## config.mk

```make
export PLATFORM = sky130hd
export DESIGN_NAME = csr_exec_unit
export DESIGN_NICKNAME = d
export VERILOG_FILES = /design/src/rtl/csr_exec_unit_pkg.sv /design/src/rtl/csr_exec_unit_alu.sv /design/src/rtl/csr_exec_unit.sv
export SDC_FILE = /design/constraint.sdc
export NUM_CORES = 1
export LEC_CHECK = 0
export ABC_AREA = 1
export CAP_MARGIN = 20
export CORE_ASPECT_RATIO = 1.1
export CORE_UTILIZATION = 40
export DETAILED_ROUTE_END_ITERATION = 6
export PLACE_DENSITY_LB_ADDON = 0.12
export SYNTH_ARGS = -nofsm -noshare
export SYNTH_HDL_FRONTEND = slang
export SYNTH_SLANG_ARGS = --single-unit
```

## constraint.sdc

```tcl
create_clock -name clk -period 1.47 [get_ports clk]
set_input_delay 0.441 -clock clk [delete_from_list [all_inputs] [get_ports clk]]
set_output_delay 0.441 -clock clk [all_outputs]
set_load 0.02 [all_outputs]
```

## src/rtl/csr_exec_unit_pkg.sv

```systemverilog
// Shared constants for the Zicsr execute sequencer.
// Build option: CSR_UNIMPL_TRAP_EN (trap on csr_reg's unimplemented-address word).
package csr_exec_unit_pkg;

  localparam logic [2:0] F3_CSRRW  = 3'b001;
  localparam logic [2:0] F3_CSRRS  = 3'b010;
  localparam logic [2:0] F3_CSRRC  = 3'b011;
  localparam logic [2:0] F3_CSRRWI = 3'b101;
  localparam logic [2:0] F3_CSRRSI = 3'b110;
  localparam logic [2:0] F3_CSRRCI = 3'b111;

  localparam logic [1:0] RO_PREFIX = 2'b11;

  localparam logic [31:0] ErrorWord = 32'hFFFF_FFFF;
  localparam logic [31:0] ZeroWord  = 32'h0000_0000;
  localparam logic        Write     = 1'b1;
  localparam logic        Read      = 1'b0;

  typedef enum logic [1:0] {
    S_IDLE = 2'b00,
    S_RD   = 2'b01,
    S_CAP  = 2'b10,
    S_WB   = 2'b11
  } csr_state_e;

endpackage

```

## src/rtl/csr_exec_unit_alu.sv

```systemverilog
// Zicsr modify step: W/S/C on the old CSR value.
// Source is rs1 data or the zero-extended zimm.
module csr_alu
  import csr_exec_unit_pkg::*;
#(
  parameter int XLEN  = 32,
  parameter int RF_AW = 5
) (
  input  logic [2:0]       funct3_i,
  input  logic [XLEN-1:0]  old_i,
  input  logic [XLEN-1:0]  rs1_data_i,
  input  logic [RF_AW-1:0] zimm_i,
  output logic [XLEN-1:0]  new_o
);

  logic [XLEN-1:0] src;
  logic [1:0]      op;

  assign src = funct3_i[2] ? {{(XLEN-RF_AW){1'b0}}, zimm_i}
                           : rs1_data_i;
  assign op  = funct3_i[1:0];

  always_comb begin
    new_o = src;
    unique case (1'b1)
      op == F3_CSRRS[1:0]: new_o = old_i | src;
      op == F3_CSRRC[1:0]: new_o = old_i & ~src;
      default:             new_o = src;
    endcase
  end

endmodule

```

## src/rtl/csr_exec_unit.sv

```systemverilog
// Read-modify-write sequencer between execute and csr_reg.
// Build option: CSR_UNIMPL_TRAP_EN makes an ErrorWord read illegal.
module csr_exec_unit
  import csr_exec_unit_pkg::*;
#(
  parameter int XLEN   = 32,
  parameter int CSR_AW = 12,
  parameter int RF_AW  = 5
) (
  input  logic              clk,
  input  logic              rst_n,
  input  logic              req_valid_i,
  output logic              req_ready_o,
  input  logic [2:0]        funct3_i,
  input  logic [CSR_AW-1:0] csr_addr_i,
  input  logic [RF_AW-1:0]  rs1_idx_i,
  input  logic [XLEN-1:0]   rs1_data_i,
  input  logic [RF_AW-1:0]  rd_idx_i,
  input  logic              flush_i,
  output logic [CSR_AW-1:0] csr_addr_o,
  output logic              csr_we_o,
  output logic [XLEN-1:0]   csr_wdata_o,
  input  logic [XLEN-1:0]   csr_rdata_i,
  output logic              rd_we_o,
  output logic [RF_AW-1:0]  rd_idx_o,
  output logic [XLEN-1:0]   rd_wdata_o,
  output logic              csr_inst_succ_flag_o,
  output logic              illegal_o
);

  csr_state_e        state_q, state_d;
  logic [2:0]        f3_q, f3_d;
  logic [CSR_AW-1:0] addr_q, addr_d;
  logic [RF_AW-1:0]  rs1_idx_q, rs1_idx_d;
  logic [XLEN-1:0]   rs1_data_q, rs1_data_d;
  logic [RF_AW-1:0]  rd_idx_q, rd_idx_d;
  logic              we_q, we_d;
  logic [XLEN-1:0]   wdata_q, wdata_d;
  logic              rd_we_q, rd_we_d;
  logic [XLEN-1:0]   old_q, old_d;
  logic              succ_q, succ_d;
  logic              ill_q, ill_d;

  logic [XLEN-1:0]   new_val;
  logic              do_write;
  logic              illegal;

  csr_alu #(
    .XLEN  (XLEN),
    .RF_AW (RF_AW)
  ) u_alu (
    .funct3_i   (f3_q),
    .old_i      (csr_rdata_i),
    .rs1_data_i (rs1_data_q),
    .zimm_i     (rs1_idx_q),
    .new_o      (new_val)
  );

  // CSRRS/CSRRC with x0/zimm=0 are pure reads
  assign do_write = (f3_q[1:0] == F3_CSRRW[1:0]) || (rs1_idx_q != '0);

  always_comb begin
    illegal = (f3_q[1:0] == 2'b00) ||
              (do_write && (addr_q[CSR_AW-1 -: 2] == RO_PREFIX));
`ifdef CSR_UNIMPL_TRAP_EN
    if (csr_rdata_i == ErrorWord) illegal = 1'b1;
`endif
  end

  always_comb begin
    state_d    = state_q;
    f3_d       = f3_q;
    addr_d     = addr_q;
    rs1_idx_d  = rs1_idx_q;
    rs1_data_d = rs1_data_q;
    rd_idx_d   = rd_idx_q;
    wdata_d    = wdata_q;
    old_d      = old_q;
    we_d       = Read;
    rd_we_d    = 1'b0;
    succ_d     = 1'b0;
    ill_d      = 1'b0;
    unique case (state_q)
      S_IDLE: begin
        if (req_valid_i && !flush_i) begin
          f3_d       = funct3_i;
          addr_d     = csr_addr_i;
          rs1_idx_d  = rs1_idx_i;
          rs1_data_d = rs1_data_i;
          rd_idx_d   = rd_idx_i;
          state_d    = S_RD;
        end
      end
      S_RD: begin
        state_d = flush_i ? S_IDLE : S_CAP;
      end
      S_CAP: begin
        if (flush_i) begin
          state_d = S_IDLE;
        end else begin
          state_d = S_WB;
          old_d   = csr_rdata_i;
          wdata_d = new_val;
          we_d    = (do_write && !illegal) ? Write : Read;
          rd_we_d = !illegal && (rd_idx_q != '0);
          succ_d  = !illegal;
          ill_d   = illegal;
        end
      end
      S_WB: begin
        state_d = S_IDLE;
      end
      default: state_d = S_IDLE;
    endcase
  end

  always_ff @(posedge clk or negedge rst_n) begin
    if (!rst_n) begin
      state_q    <= S_IDLE;
      f3_q       <= '0;
      addr_q     <= '0;
      rs1_idx_q  <= '0;
      rs1_data_q <= ZeroWord;
      rd_idx_q   <= '0;
      we_q       <= Read;
      wdata_q    <= ZeroWord;
      rd_we_q    <= 1'b0;
      old_q      <= ZeroWord;
      succ_q     <= 1'b0;
      ill_q      <= 1'b0;
    end else begin
      state_q    <= state_d;
      f3_q       <= f3_d;
      addr_q     <= addr_d;
      rs1_idx_q  <= rs1_idx_d;
      rs1_data_q <= rs1_data_d;
      rd_idx_q   <= rd_idx_d;
      we_q       <= we_d;
      wdata_q    <= wdata_d;
      rd_we_q    <= rd_we_d;
      old_q      <= old_d;
      succ_q     <= succ_d;
      ill_q      <= ill_d;
    end
  end

  assign req_ready_o          = (state_q == S_IDLE);
  assign csr_addr_o           = addr_q;
  assign csr_we_o             = we_q;
  assign csr_wdata_o          = wdata_q;
  assign rd_we_o              = rd_we_q;
  assign rd_idx_o             = rd_idx_q;
  assign rd_wdata_o           = old_q;
  assign csr_inst_succ_flag_o = succ_q;
  assign illegal_o            = ill_q;

endmodule
```

Yosys cells after proc, flatten, opt, wreduce, memory -nomap -nowiden
Index checks and enable logic that the tools add are counted.

Logic and storage cells: 53. Bits in registers: 127. Input port bits: 93.

Bitwise gates (word level): 4. Reduce and logical (&&, ||, !) cells: 14. Muxes and demuxes: 15. Eq/ne operators: 8.

Operator list (number): $pmux 32 s2 (1); $and 32x32->32 (1); $mux 32 (1); $not 32->32 (1); $or 32x32->32 (1); $eq 2x2->1 const B (5); $reduce_bool 5->1 (2); $mux 1 (9); $pmux 2 s4 (1); $mux 2 (3); $eq 2x1->1 const B (2); $logic_and 1x1->1 (4); $logic_not 2->1 (2); $reduce_and 2->1 (2); $logic_not 1->1 (2); $logic_or 1x1->1 (2); $ne 2x1->1 const B (1); $not 1->1 (1).

Longest topological paths before layout
Word-level depth: 9. Mapped depth: 8. Depth with buffers taken out: 6.

Modules after synthesis
From an unflattened synthesis, not the netlist that was laid out.

Cell total of the unflattened synthesis: 677. Area total of the unflattened synthesis: 5534.1 um^2.

Modules (own cells, without submodules): csr_exec_unit (area each 4926.0 um^2, cells each 543, seq. area each 3178.0 um^2, instances 1); csr_alu (area each 608.1 um^2, cells each 134, seq. area each 0.0 um^2, instances 1).

Worst setup path before layout
OpenSTA, ideal clock, no wires.

Path type: flip-flop to flip-flop. Start: register state_q[0]. End: register addr_q[11] (netlist: csr_addr_o[11]). Cell stages (with the launch flop): 7. Data arrival time: 1395 ps. Clock period less this slack: 1525 ps. Slack: -55 ps. Setup time: 130 ps. Cell sequence: dfrtp_1 nor2_1 nand3b_2 buf_2 buf_4 nand2_1 o21ai_0.

Word-level cells in the longest chain between the ends: 2.

RTL lines: from (decl) (RTL line csr_exec_unit.sv:31) `csr_state_e state_q, state_d;`; from (signal assigned) (RTL line csr_exec_unit.sv:132) `state_q <= state_d;`; $logic_not 2->1; via req_ready_o (RTL line csr_exec_unit.sv:13) `output logic req_ready_o,`; $reduce_and 2->1 (no source line); to (signal assigned) (RTL line csr_exec_unit.sv:134) `addr_q <= addr_d;`; to (decl) (RTL line csr_exec_unit.sv:33) `logic [CSR_AW-1:0] addr_q, addr_d;`.

The timed path passes the listed nets, and every way through them passes these cells. A chain may end at the register's enable or synchronous reset.

Worst setup path after layout
Start: register state_q[0]. End: output port req_ready_o.

Word-level cells in the longest chain between the ends: 1.

RTL lines: $logic_not 2->1 (RTL line csr_exec_unit.sv:147) `assign req_ready_o = (state_q == S_IDLE);`; to (decl) (RTL line csr_exec_unit.sv:13).

Every way passes these cells.

==> flow_summary_export.csv <==
group,metric,value,unit
logic_synthesis,synth_top_family_by_area,"simple AND/OR/NAND/NOR gates",
job,cap_viol_max_count,0,
clock_network,cts-htree-levels,4,
sta,fmax,0.6554,GHz
critical_path,crit_slowest_cell,"dfrtp_1",
grt,grt_overflow,0,
placement,io_buffers,178,
hold_path,hold_path_class,"reg2reg",
power,p_leak,0.004012,uW
layout,synthToLayoutAreaGrowth,40.46,%
grt,first_global_vias,4890,
floorplanning,design.die.area,14310,um^2
sta,tightest_slew,0.5100,ns
detailed_routing,detail-route-antenna-nets,0,
placement,placedCellCount,997,
critical_path,cp.arrival,1.08,ns
floorplanning,pin_count,179,
logic_synthesis,syn_area,5533,um^2
critical_path,start_kind,"register",
floorplanning,rows,44,
grt,grt_pass1_wl,23910,um
logic_synthesis,synth_xor_area_share,0,%
sta,rsz0062_at_grt,"yes",
detailed_routing,drt_pre_antenna_iters,4,
placement,place.gp.congestion,0.7945,
critical_path,crit_type,"reg2out",
clock_network,cts.path.max_buffers,2,
clock_network,clock_sinks,127,
critical_path,critPathTopFamily,"flip-flops",
power,ir_drop,0.7200,mV
logic_synthesis,synthDistinctLibCells,23,
logic_synthesis,ys_ff_latch,127,
layout,n_fill_cell,1262,
critical_path,crit_fanout,2,
clock_network,root_buffer,"clkbuf_16",
logic_synthesis,seq_area_frac_synth,57.44,%
outcome,violations,"setup timing",
logic_synthesis,synthAdderAreaFrac,0,%
clock_network,clock_latency,0.41,ns
detailed_routing,routedWlPerCell,13.90,um
outcome,status,"finished with violations",
sta,fin_crit,1.526,ns
sta,finalSetupViolCount,1,
logic_synthesis,synth-edff-count,0,
power,power_density,1868,nW/um^2
placement,pre_cts_ws,-0.2636,ns
placement,dp_hpwl,10090,um
critical_path,worst-path-buf-inv,1,
sta,relSlewSlack,65.96,%
logic_synthesis,async_flop_share,100.0,%
detailed_routing,drtIter0Drc,222,
detailed_routing,drc_errors,0,
logic_synthesis,muxShareOfSynthArea,0,%
floorplanning,die_y,125.4,um
sta,fin_worst_skew,0.008137,ns
detailed_routing,drt-total-wl,14330,um
grt,grt_start_max_net_pins,49,
floorplanning,start_util,41.53,%
floorplanning,die_x,114.1,um
detailed_routing,post_drt_via_cell_ratio,4.697,
critical_path,worstPathCellList,"nor2_2 > buf_6",
layout,fin_nets,927,
grt,antenna_found_initial,0,
logic_synthesis,synthFlopType,"dfrtp_1",
sta,setup_slack,-0.05571,ns
clock_network,clkTransAtPathRegs,0.05,ns
grt,grtUsageTotal,21.48,%
sta,hold_violations,0,
sta,fin_crit_sh,103.8,%
layout,drive_gt1_share,18.42,%
critical_path,critPathMaxStageDelay,0.39,ns
logic_synthesis,netlist_instances,649,
logic_synthesis,yosys.area_share.simple,17.73,%
critical_path,cp_data_required_time,1.03,ns
sta,slew_violations,0,
detailed_routing,vias,4843,
critical_path,end_kind,"output pin",
logic_synthesis,synth_compound_area_share,14.11,%
layout,final_cell_count_no_fill,1031,
floorplanning,fp.coreArea,13320,um^2
clock_network,cts_buffers,17,
logic_synthesis,synth_nets,742,
layout,diodes,0,
clock_network,tritoncts,"done",
logic_synthesis,syn-mean-instance-area,8.525,um^2
logic_synthesis,yosys_warnings,0,
where the power goes:
| group | internal [uW] | switching [uW] |
|---|---|---|
| Clock | 2570 | 1420 |
| Combinational | 1880 | 3170 |
| Sequential | 4790 | 686 |
| Total | 9250 | 5280 |
layout by cell type (no fill, tap or decap), types with 3 or more instances in the layout:
master / Yosys / final
nand2_1: 183 / 183
dfrtp_1: 127 / 127
clkdlybuf4s50_1: 0 / 91
inv_1: 88 / 88
buf_2: 12 / 85
o21ai_0: 62 / 62
o21ai_1: 48 / 47
nor2_1: 39 / 35
a21oi_1: 22 / 22
clkbuf_16: 0 / 17
nand3_1: 17 / 16
buf_4: 5 / 14
buf_12: 0 / 10
o21ai_2: 7 / 8
o22ai_1: 8 / 8
clkbuf_1: 9 / 7
nor2_2: 0 / 4
clkinv_2: 0 / 3
tightest hold or removal path, cell delays in order (launching register included):
cell and delay (ns):
dfrtp_1 0.33, nand2_1 0.05, nand2_1 0.05
cells by family after synthesis:
family,after synthesis
AOI/OAI and AO/OA,148
buffers and inverters,127
DFF,127
and+or+nand+nor,247
worst paths after layout:
path / slack [ns] / endpoint / cells after the start / startpoint
setup / recovery: -0.06 / req_ready_o / 2 / state_q[0]
hold / removal: 0.47 / rd_wdata_o[4] / 2 / rd_wdata_o[4]
setup reg to reg: 0.01 / rd_wdata_o[6] / 7 / state_q[0]
hold reg to reg: 0.47 / rd_wdata_o[4] / 2 / rd_wdata_o[4]
max in group asynchronous: 0.41 / csr_wdata_o[5] / 3 / rst_n
min in group asynchronous: 0.50 / rd_wdata_o[17] / 2 / rst_n
metrics by stage:
step           total power [uW]  util [%]   TNS, ns  instance area (um^2)  hold WS [ns]
6_report                  14520     58.33  -0.05571                  7771        0.4664
3_5_place_dp              11610     57.02    -21.31                  7596        0.3987
3_3_place_gp              11460     57.02    -19.36                  7596        0.3944
2_1_floorplan              8527         -         0                  5535        0.1454
5_1_grt                   15430     58.33    -3.023                  7771        0.5030
4_1_cts                   14650     58.16  -0.08340                  7749        0.4674
registers in the layout, indices dropped and copies added, names as in the netlist:
register	flops
csr_wdata_o	32
rd_wdata_o	32
rs1_data_q	32
csr_addr_o	12
rd_idx_o	5
rs1_idx_q	5
f3_q	3
state_q	2
csr_inst_succ_flag_o	1
csr_we_o	1
illegal_o	1
rd_we_o	1
metal layers:
metal	wire length, um	track usage (%)
met5	0	0
met4	240	7.869
met3	992	6.544
met2	6738	34.15
met1	6360	27.59
synth_stat cells, types with 2 or more instances:
| cell | instances | share of area [%] |
|---|---|---|
| buf_4 | 5 | 0.68 |
| nand4_1 | 2 | 0.23 |
| nand2_1 | 183 | 12 |
| nor2_1 | 39 | 2.6 |
| o21ai_2 | 7 | 1.1 |
| buf_2 | 12 | 1.1 |
| o22ai_1 | 8 | 0.90 |
| clkbuf_1 | 9 | 0.61 |
| inv_1 | 88 | 6.0 |
| inv_2 | 2 | 0.14 |
| a21oi_1 | 22 | 2.0 |
| o21ai_1 | 48 | 4.3 |
| dfrtp_1 | 127 | 57 |
| nand3_1 | 17 | 1.5 |
| buf_6 | 11 | 2.2 |
| o21ai_0 | 62 | 5.6 |
layout make-up:
| type | count | area [um^2] | share of cell area (%) |
|---|---|---|---|
| tap | 184 | 230.2 | 2.962 |
| clock buffer | 26 | 479.2 | 6.166 |
| timing repair buffer | 203 | 1674 | 21.54 |
| inverter | 90 | 337.8 | 4.347 |
| sequential | 127 | 3178 | 40.90 |
| multi-input combinational | 395 | 1789 | 23.02 |
| clock inverter | 6 | 82.58 | 1.063 |
timing repair:
action / 4_1_cts / 5_1_grt
gates resized for setup: 347 / 5
endpoints found under the hold margin: 21 / 0
setup buffers: 0 / 1
pin swaps: 0 / 1
setup endpoints to repair: 87 / 68
hold buffers: 1 / 0
No activity file was read; power rests on OpenSTA's default activity.
